===== config.mk =====
export PLATFORM = sky130hd
export DESIGN_NAME = mem_lsu
export DESIGN_NICKNAME = d
export VERILOG_FILES = /design/src/rtl/lsu_pkg.sv /design/src/rtl/mem_lsu_lane_align.sv /design/src/rtl/mem_lsu.sv
export SDC_FILE = /design/constraint.sdc
export NUM_CORES = 1
export LEC_CHECK = 0
export ABC_AREA = 0
export BUFFER_PORTS_ARGS = -buffer_cell sky130_fd_sc_hd__buf_4
export CAP_MARGIN = 30
export CORE_ASPECT_RATIO = 1.25
export CORE_MARGIN = 2
export CORE_UTILIZATION = 40
export DETAILED_ROUTE_END_ITERATION = 8
export PLACE_DENSITY = 0.65
export SETUP_SLACK_MARGIN = 0.15
export SYNTH_ARGS = -nofsm -noshare
export SYNTH_HDL_FRONTEND = slang
export SYNTH_HIERARCHICAL = 1
export SYNTH_SLANG_ARGS = --single-unit

===== constraint.sdc =====
create_clock -name clk -period 4.2 [get_ports clk]
set_input_delay 0.84 -clock clk [delete_from_list [all_inputs] [get_ports clk]]
set_output_delay 0.84 -clock clk [all_outputs]
set_load 0.01 [all_outputs]

===== src/rtl/lsu_pkg.sv =====
// Shared encodings for the load/store unit: access sizes, FSM states and the
// word-alignment mask, plus the request legality check used at accept time.
package lsu_pkg;

  localparam logic [1:0] SZ_BYTE = 2'b00;
  localparam logic [1:0] SZ_HALF = 2'b01;
  localparam logic [1:0] SZ_WORD = 2'b10;
  localparam logic [1:0] SZ_RSVD = 2'b11;

  localparam logic [31:0] WORD_ALIGN_MASK = 32'hFFFF_FFFC;

  typedef enum logic [2:0] {
    ST_IDLE,
    ST_LOAD,
    ST_STORE,
    ST_RMW_RD,
    ST_RMW_WR,
    ST_RESP
  } lsu_state_t;

  // Reserved size or an address not naturally aligned to the access size.
  function automatic logic req_is_bad(input logic [1:0] size, input logic [1:0] addr_lo);
    logic bad;
    bad = 1'b0;
    case (size)
      SZ_BYTE: bad = 1'b0;
      SZ_HALF: bad = addr_lo[0];
      SZ_WORD: bad = |addr_lo;
      default: bad = 1'b1;
    endcase
    return bad;
  endfunction

endpackage


===== src/rtl/mem_lsu_lane_align.sv =====
// Little-endian lane logic: extracts/extends a load lane from a word and
// merges right-justified store data into the addressed lane(s) of a word.
module lsu_lane_align
  import lsu_pkg::*;
(
  input  logic [31:0] i_word,
  input  logic [1:0]  i_addr_lo,
  input  logic [1:0]  i_size,
  input  logic        i_signed,
  input  logic [31:0] i_wdata,
  output logic [31:0] o_load_data,
  output logic [31:0] o_store_word
);

  logic [7:0]  w_bytes [4];
  logic [7:0]  w_store_lane [4];
  logic [3:0]  w_lane_en;
  logic [7:0]  w_byte;
  logic [15:0] w_half;

  genvar gi;
  generate
    for (gi = 0; gi < 4; gi++) begin : g_lane
      localparam logic [1:0] LANE = 2'(gi);
      assign w_bytes[gi] = i_word[8*gi +: 8];
      assign w_lane_en[gi] = (i_size == SZ_WORD)
                          || ((i_size == SZ_HALF) && (i_addr_lo[1] == LANE[1]))
                          || ((i_size == SZ_BYTE) && (i_addr_lo == LANE));
      // Sub-word data is replicated across lanes so the enable alone picks the target.
      assign w_store_lane[gi] = (i_size == SZ_WORD) ? i_wdata[8*gi +: 8] :
                                (i_size == SZ_HALF) ? i_wdata[8*(gi%2) +: 8] :
                                                      i_wdata[7:0];
      assign o_store_word[8*gi +: 8] = w_lane_en[gi] ? w_store_lane[gi] : w_bytes[gi];
    end
  endgenerate

  assign w_byte = w_bytes[i_addr_lo];
  assign w_half = i_addr_lo[1] ? i_word[31:16] : i_word[15:0];

  always_comb begin
    o_load_data = 32'h0;
    case (i_size)
      SZ_BYTE: o_load_data = i_signed ? {{24{w_byte[7]}}, w_byte} : {24'h0, w_byte};
      SZ_HALF: o_load_data = i_signed ? {{16{w_half[15]}}, w_half} : {16'h0, w_half};
      SZ_WORD: o_load_data = i_word;
      default: o_load_data = 32'h0;
    endcase
  end

endmodule


===== src/rtl/mem_lsu.sv =====
// Load/store unit: turns CPU byte/half/word requests into single-word accesses
// on the data-memory port, doing sub-word stores as read-modify-write.
module mem_lsu
  import lsu_pkg::*;
#(
  parameter int ADDR_W = 32,
  parameter int DATA_W = 32
) (
  input  logic              clk,
  input  logic              rst,
  input  logic              req_valid,
  output logic              req_ready,
  input  logic              req_write,
  input  logic [1:0]        req_size,
  input  logic              req_signed,
  input  logic [ADDR_W-1:0] req_addr,
  input  logic [DATA_W-1:0] req_wdata,
  output logic              resp_valid,
  output logic [DATA_W-1:0] resp_rdata,
  output logic              resp_err,
  output logic [ADDR_W-1:0] mem_access_addr,
  output logic [DATA_W-1:0] mem_write_data,
  output logic              mem_write_en,
  output logic              mem_read,
  input  logic [DATA_W-1:0] mem_read_data
);

  lsu_state_t        r_state;
  lsu_state_t        w_next_state;
  logic              r_write;
  logic [1:0]        r_size;
  logic              r_signed;
  logic [ADDR_W-1:0] r_addr;
  logic [DATA_W-1:0] r_wdata;
  logic [DATA_W-1:0] r_word;
  logic [DATA_W-1:0] r_resp_rdata;
  logic              r_resp_err;

  logic              w_accept;
  logic              w_req_bad;
  logic [ADDR_W-1:0] w_word_addr;
  logic [DATA_W-1:0] w_align_word;
  logic [DATA_W-1:0] w_load_data;
  logic [DATA_W-1:0] w_store_word;

  assign w_accept    = (r_state == ST_IDLE) && req_valid;
  assign w_req_bad   = req_is_bad(req_size, req_addr[1:0]);
  assign w_word_addr = r_addr & ADDR_W'(WORD_ALIGN_MASK);
  // LOAD aligns the live read data; RMW_WR merges into the word latched in RMW_RD.
  assign w_align_word = (r_state == ST_LOAD) ? mem_read_data : r_word;

  lsu_lane_align u_lane_align (
    .i_word      (w_align_word),
    .i_addr_lo   (r_addr[1:0]),
    .i_size      (r_size),
    .i_signed    (r_signed),
    .i_wdata     (r_wdata),
    .o_load_data (w_load_data),
    .o_store_word(w_store_word)
  );

  always_ff @(posedge clk or posedge rst) begin
    if (rst) begin
      r_state <= ST_IDLE;
    end else begin
      r_state <= w_next_state;
    end
  end

  always_comb begin
    w_next_state    = r_state;
    req_ready       = 1'b0;
    resp_valid      = 1'b0;
    mem_read        = 1'b0;
    mem_write_en    = 1'b0;
    mem_access_addr = '0;
    mem_write_data  = '0;
    case (r_state)
      ST_IDLE: begin
        req_ready = 1'b1;
        if (req_valid) begin
          if (w_req_bad) begin
            w_next_state = ST_RESP;
          end else if (!req_write) begin
            w_next_state = ST_LOAD;
          end else if (req_size == SZ_WORD) begin
            w_next_state = ST_STORE;
          end else begin
            w_next_state = ST_RMW_RD;
          end
        end
      end
      ST_LOAD: begin
        mem_read        = 1'b1;
        mem_access_addr = w_word_addr;
        w_next_state    = ST_RESP;
      end
      ST_STORE: begin
        mem_write_en    = 1'b1;
        mem_access_addr = w_word_addr;
        mem_write_data  = r_wdata;
        w_next_state    = ST_RESP;
      end
      ST_RMW_RD: begin
        mem_read        = 1'b1;
        mem_access_addr = w_word_addr;
        w_next_state    = ST_RMW_WR;
      end
      ST_RMW_WR: begin
        mem_write_en    = 1'b1;
        mem_access_addr = w_word_addr;
        mem_write_data  = w_store_word;
        w_next_state    = ST_RESP;
      end
      ST_RESP: begin
        resp_valid   = 1'b1;
        w_next_state = ST_IDLE;
      end
      default: w_next_state = ST_IDLE;
    endcase
  end

  always_ff @(posedge clk or posedge rst) begin
    if (rst) begin
      r_write  <= 1'b0;
      r_size   <= SZ_BYTE;
      r_signed <= 1'b0;
      r_addr   <= '0;
      r_wdata  <= '0;
    end else if (w_accept) begin
      r_write  <= req_write;
      r_size   <= req_size;
      r_signed <= req_signed;
      r_addr   <= req_addr;
      r_wdata  <= req_wdata;
    end
  end

  always_ff @(posedge clk or posedge rst) begin
    if (rst) begin
      r_word <= '0;
    end else if (r_state == ST_RMW_RD) begin
      r_word <= mem_read_data;
    end
  end

  // Response fields update only on the edge entering RESP and hold afterwards.
  always_ff @(posedge clk or posedge rst) begin
    if (rst) begin
      r_resp_rdata <= '0;
      r_resp_err   <= 1'b0;
    end else begin
      if (w_accept && w_req_bad) begin
        r_resp_rdata <= '0;
        r_resp_err   <= 1'b1;
      end else if (r_state == ST_LOAD) begin
        r_resp_rdata <= w_load_data;
        r_resp_err   <= 1'b0;
      end else if ((r_state == ST_STORE) || (r_state == ST_RMW_WR)) begin
        r_resp_rdata <= '0;
        r_resp_err   <= 1'b0;
      end
    end
  end

  assign resp_rdata = r_resp_rdata;
  assign resp_err   = r_resp_err;

endmodule


==> results.yml <==
placement:
  port-buffer-count: 201
  dp_hpwl_um: 16690
  place_congestion: 0.9011
die:
  die_h_um: 159.5
  num_io_pins: 204
  fp-row-count: 56
  initial_core_util_pct: 41.03
  core_um2: 18850
  dieArea_um2: 20470
  die-width_um: 128.4
timing:
  slew_viol_final: 0
  slew-limit-headroom_pct: 36.15
  fin_crit_ps: 3587
  tightest_slew_ps: 953.8
  min_period_over_period_pct: 85.41
  fmax_ghz: 0.2788
  tns_ps: 0
  skew_ps: 8.665
  setup_viol: 0
  hold_viol_final: 0
  rsz0062_at_grt: "no"
clocking:
  cts-hold-fix-buffers: 0
  numCtsBuffers: 17
  htree_num_levels: 4
  clock_sinks: 135
  clkSlewWorstSetupHoldPaths_ps: 70
  clock_path_buffers: 2
  cts_tree: "done"
  post_cts_buffers: 0
  clkLatencyLatePin_ps: 420
  clockRootBuffer: "clkbuf_16"
  cts_resized: 0
worst_setup_path:
  reg2reg_depth: 9
  crit_fanout: 64
  startpoint_type: "flip-flop"
  arrival_ps: 2750
  reg2reg_slack_ps: 1200
  rr_endpoint: "resp_rdata[15]$_DFFE_PP0P_"
  cp.required_ps: 3360
  cp-end-kind: "output pin"
  r2r-start: "r_state[0]$_DFFE_PP0P_"
  worst-setup-path-type: "flip-flop to output pin"
worst_hold_path:
  min_to: "r_addr[11]$_DFFE_PP0N_"
  min_path_type: "flip-flop to flip-flop"
  worstHoldStart: "r_addr[11]$_DFFE_PP0N_"
  hold_depth: 1
route:
  drt-pass1-iter-count: 5
  drt_iter0_drc: 375
  vias: 6181
  via_per_inst: 5.539
  wl_per_cell_um: 20.33
  wl_um: 22690
  drc_errors: 0
  route.antenna.remaining_nets: 0
finish:
  layout-drive-gt1-share_pct: 45.30
  fin_util_pct: 53.05
  fill_cells: 1696
  layout_common_cells: "buf_4, dfrtp_1, mux2_2, a21oi_1, nand2_1"
  area_delta_synth_final_pct: 29.28
  nNetsFinal: 973
  final_common_cell: "buf_4"
synth:
  ys_seq_area_share_pct: 43.68
  syn_avg_cell_area_um2: 11.22
  netlist_area_um2: 7734
  async_flop_share_pct: 100.0
  yosysWarnings: 6
  syn_inst: 689
  synth_edf_count: 0
  yosysUniqueCellTypes: 46
  synth-seq-cells: 135
  synthFlopType: "dfrtp_1"
global_routing:
  grt_overflow: 0
  grt_pass1_wl_um: 34800
  antenna_found_initial: 2
  grt_max_degree: 65
  grt_util_all_layers_pct: 21.97
  grt_pass1_vias: 6154
run_status:
  outcome: "complete, no violations"
flow_run:
  maxCapViolations: 0
power:
  p_per_area_nw_per_um2: 862.8
  report.power.total_w: 0.008627
  p_leak_nw: 4.596
  peakVddDrop_mv: 0.4362
-- critical path, stage by stage (launching register included) --
cell	delay, ps
dfrtp_1	570
nor3b_2	310
buf_12	300
mux2_2	430
mux2_2	270
a22o_1	240
buf_4	160
-- worst max-delay path by stage --
stage / start / endpoint / slack, ps / cells past startpoint
global placement: r_state[0]$_DFFE_PP0P_ / mem_write_data[25] / 1090 / 6
finish: r_state[0]$_DFFE_PP0P_ / mem_write_data[25] / 610 / 6
detailed placement: r_state[0]$_DFFE_PP0P_ / mem_write_data[25] / 1070 / 6
CTS: r_state[0]$_DFFE_PP0P_ / mem_write_data[25] / 620 / 6
floorplan: r_state[1]$_DFFE_PP0P_ / mem_write_data[7] / 1370 / 7
global route: r_addr[1]$_DFFE_PP0N_ / mem_write_data[25] / 540 / 5
-- power breakdown --
part	switching (W)	internal, W	total, W
clock network	0.000612	0.000827	0.00144
logic	0.00237	0.00241	0.00479
registers	0.000509	0.00189	0.00240
total	0.00349	0.00513	0.00863
-- flip-flops by register name, indices dropped and copies added (netlist names) --
name	count
r_addr	32
r_word	32
r_size	2
r_signed	1
r_state	3
resp_rdata	32
r_wdata	32
resp_err	1
-- cells by family after synthesis --
kind of cell | share of synthesized area (%)
buf+inv | 4.659
other cells | 0.04849
fa+ha+maj | 0.1294
mux | 27.54
flops | 43.68
compound gates | 16.16
simple gates | 7.782
-- per-stage QoR --
step,cells,area [um2],hold WS (ps),worst slack [ps]
3_3_place_gp,1082,9397,479.5,1093
6_report,1116,9998,496.8,612.9
4_1_cts,1115,9996,501.2,618.9
2_1_floorplan,690,7741,472.0,1374
3_5_place_dp,1083,9424,487.3,1068
5_1_grt,1116,9998,513.7,539.7
-- synth_stat cells, drive strengths merged (2+ instances only) --
master | count | area [um2]
buf | 52 | 319.1
nor2 | 19 | 86.33
a22o | 33 | 289.0
nor3b | 4 | 30.03
mux2 | 163 | 1843
nand2b | 3 | 18.77
and2 | 30 | 187.7
a221o | 8 | 80.08
nor2b | 13 | 81.33
a21oi | 68 | 347.8
inv | 2 | 7.510
clkbuf | 8 | 30.03
dfrtp | 135 | 3378
o21a | 7 | 52.55
nand2 | 37 | 138.9
a211oi | 8 | 60.06
a211o | 16 | 140.1
o21ai | 39 | 195.2
nor3 | 2 | 15.01
mux2i | 27 | 286.5
-- area by class of cell --
class | instances | area [um2] | area share (%)
clock buffers | 17 | 425.4 | 4.255
multi-input cells | 492 | 4023 | 40.23
flip-flops and latches | 135 | 3379 | 33.80
diodes | 1 | 2.502 | 0.02503
inverters | 3 | 15.01 | 0.1502
clock inverters | 15 | 146.4 | 1.464
repair buffers | 221 | 1717 | 17.17
well taps | 232 | 290.3 | 2.903
-- layer usage --
layer  share of wire (%)  track usage [%]  wire length, um
met3                 6.5            5.511             1468
met1                  42            28.22             9533
met5               0.044                0               10
met2                  49            36.22            11070
met4                 2.7            6.943              613
Note: power is estimated with default switching activity, not from simulation.
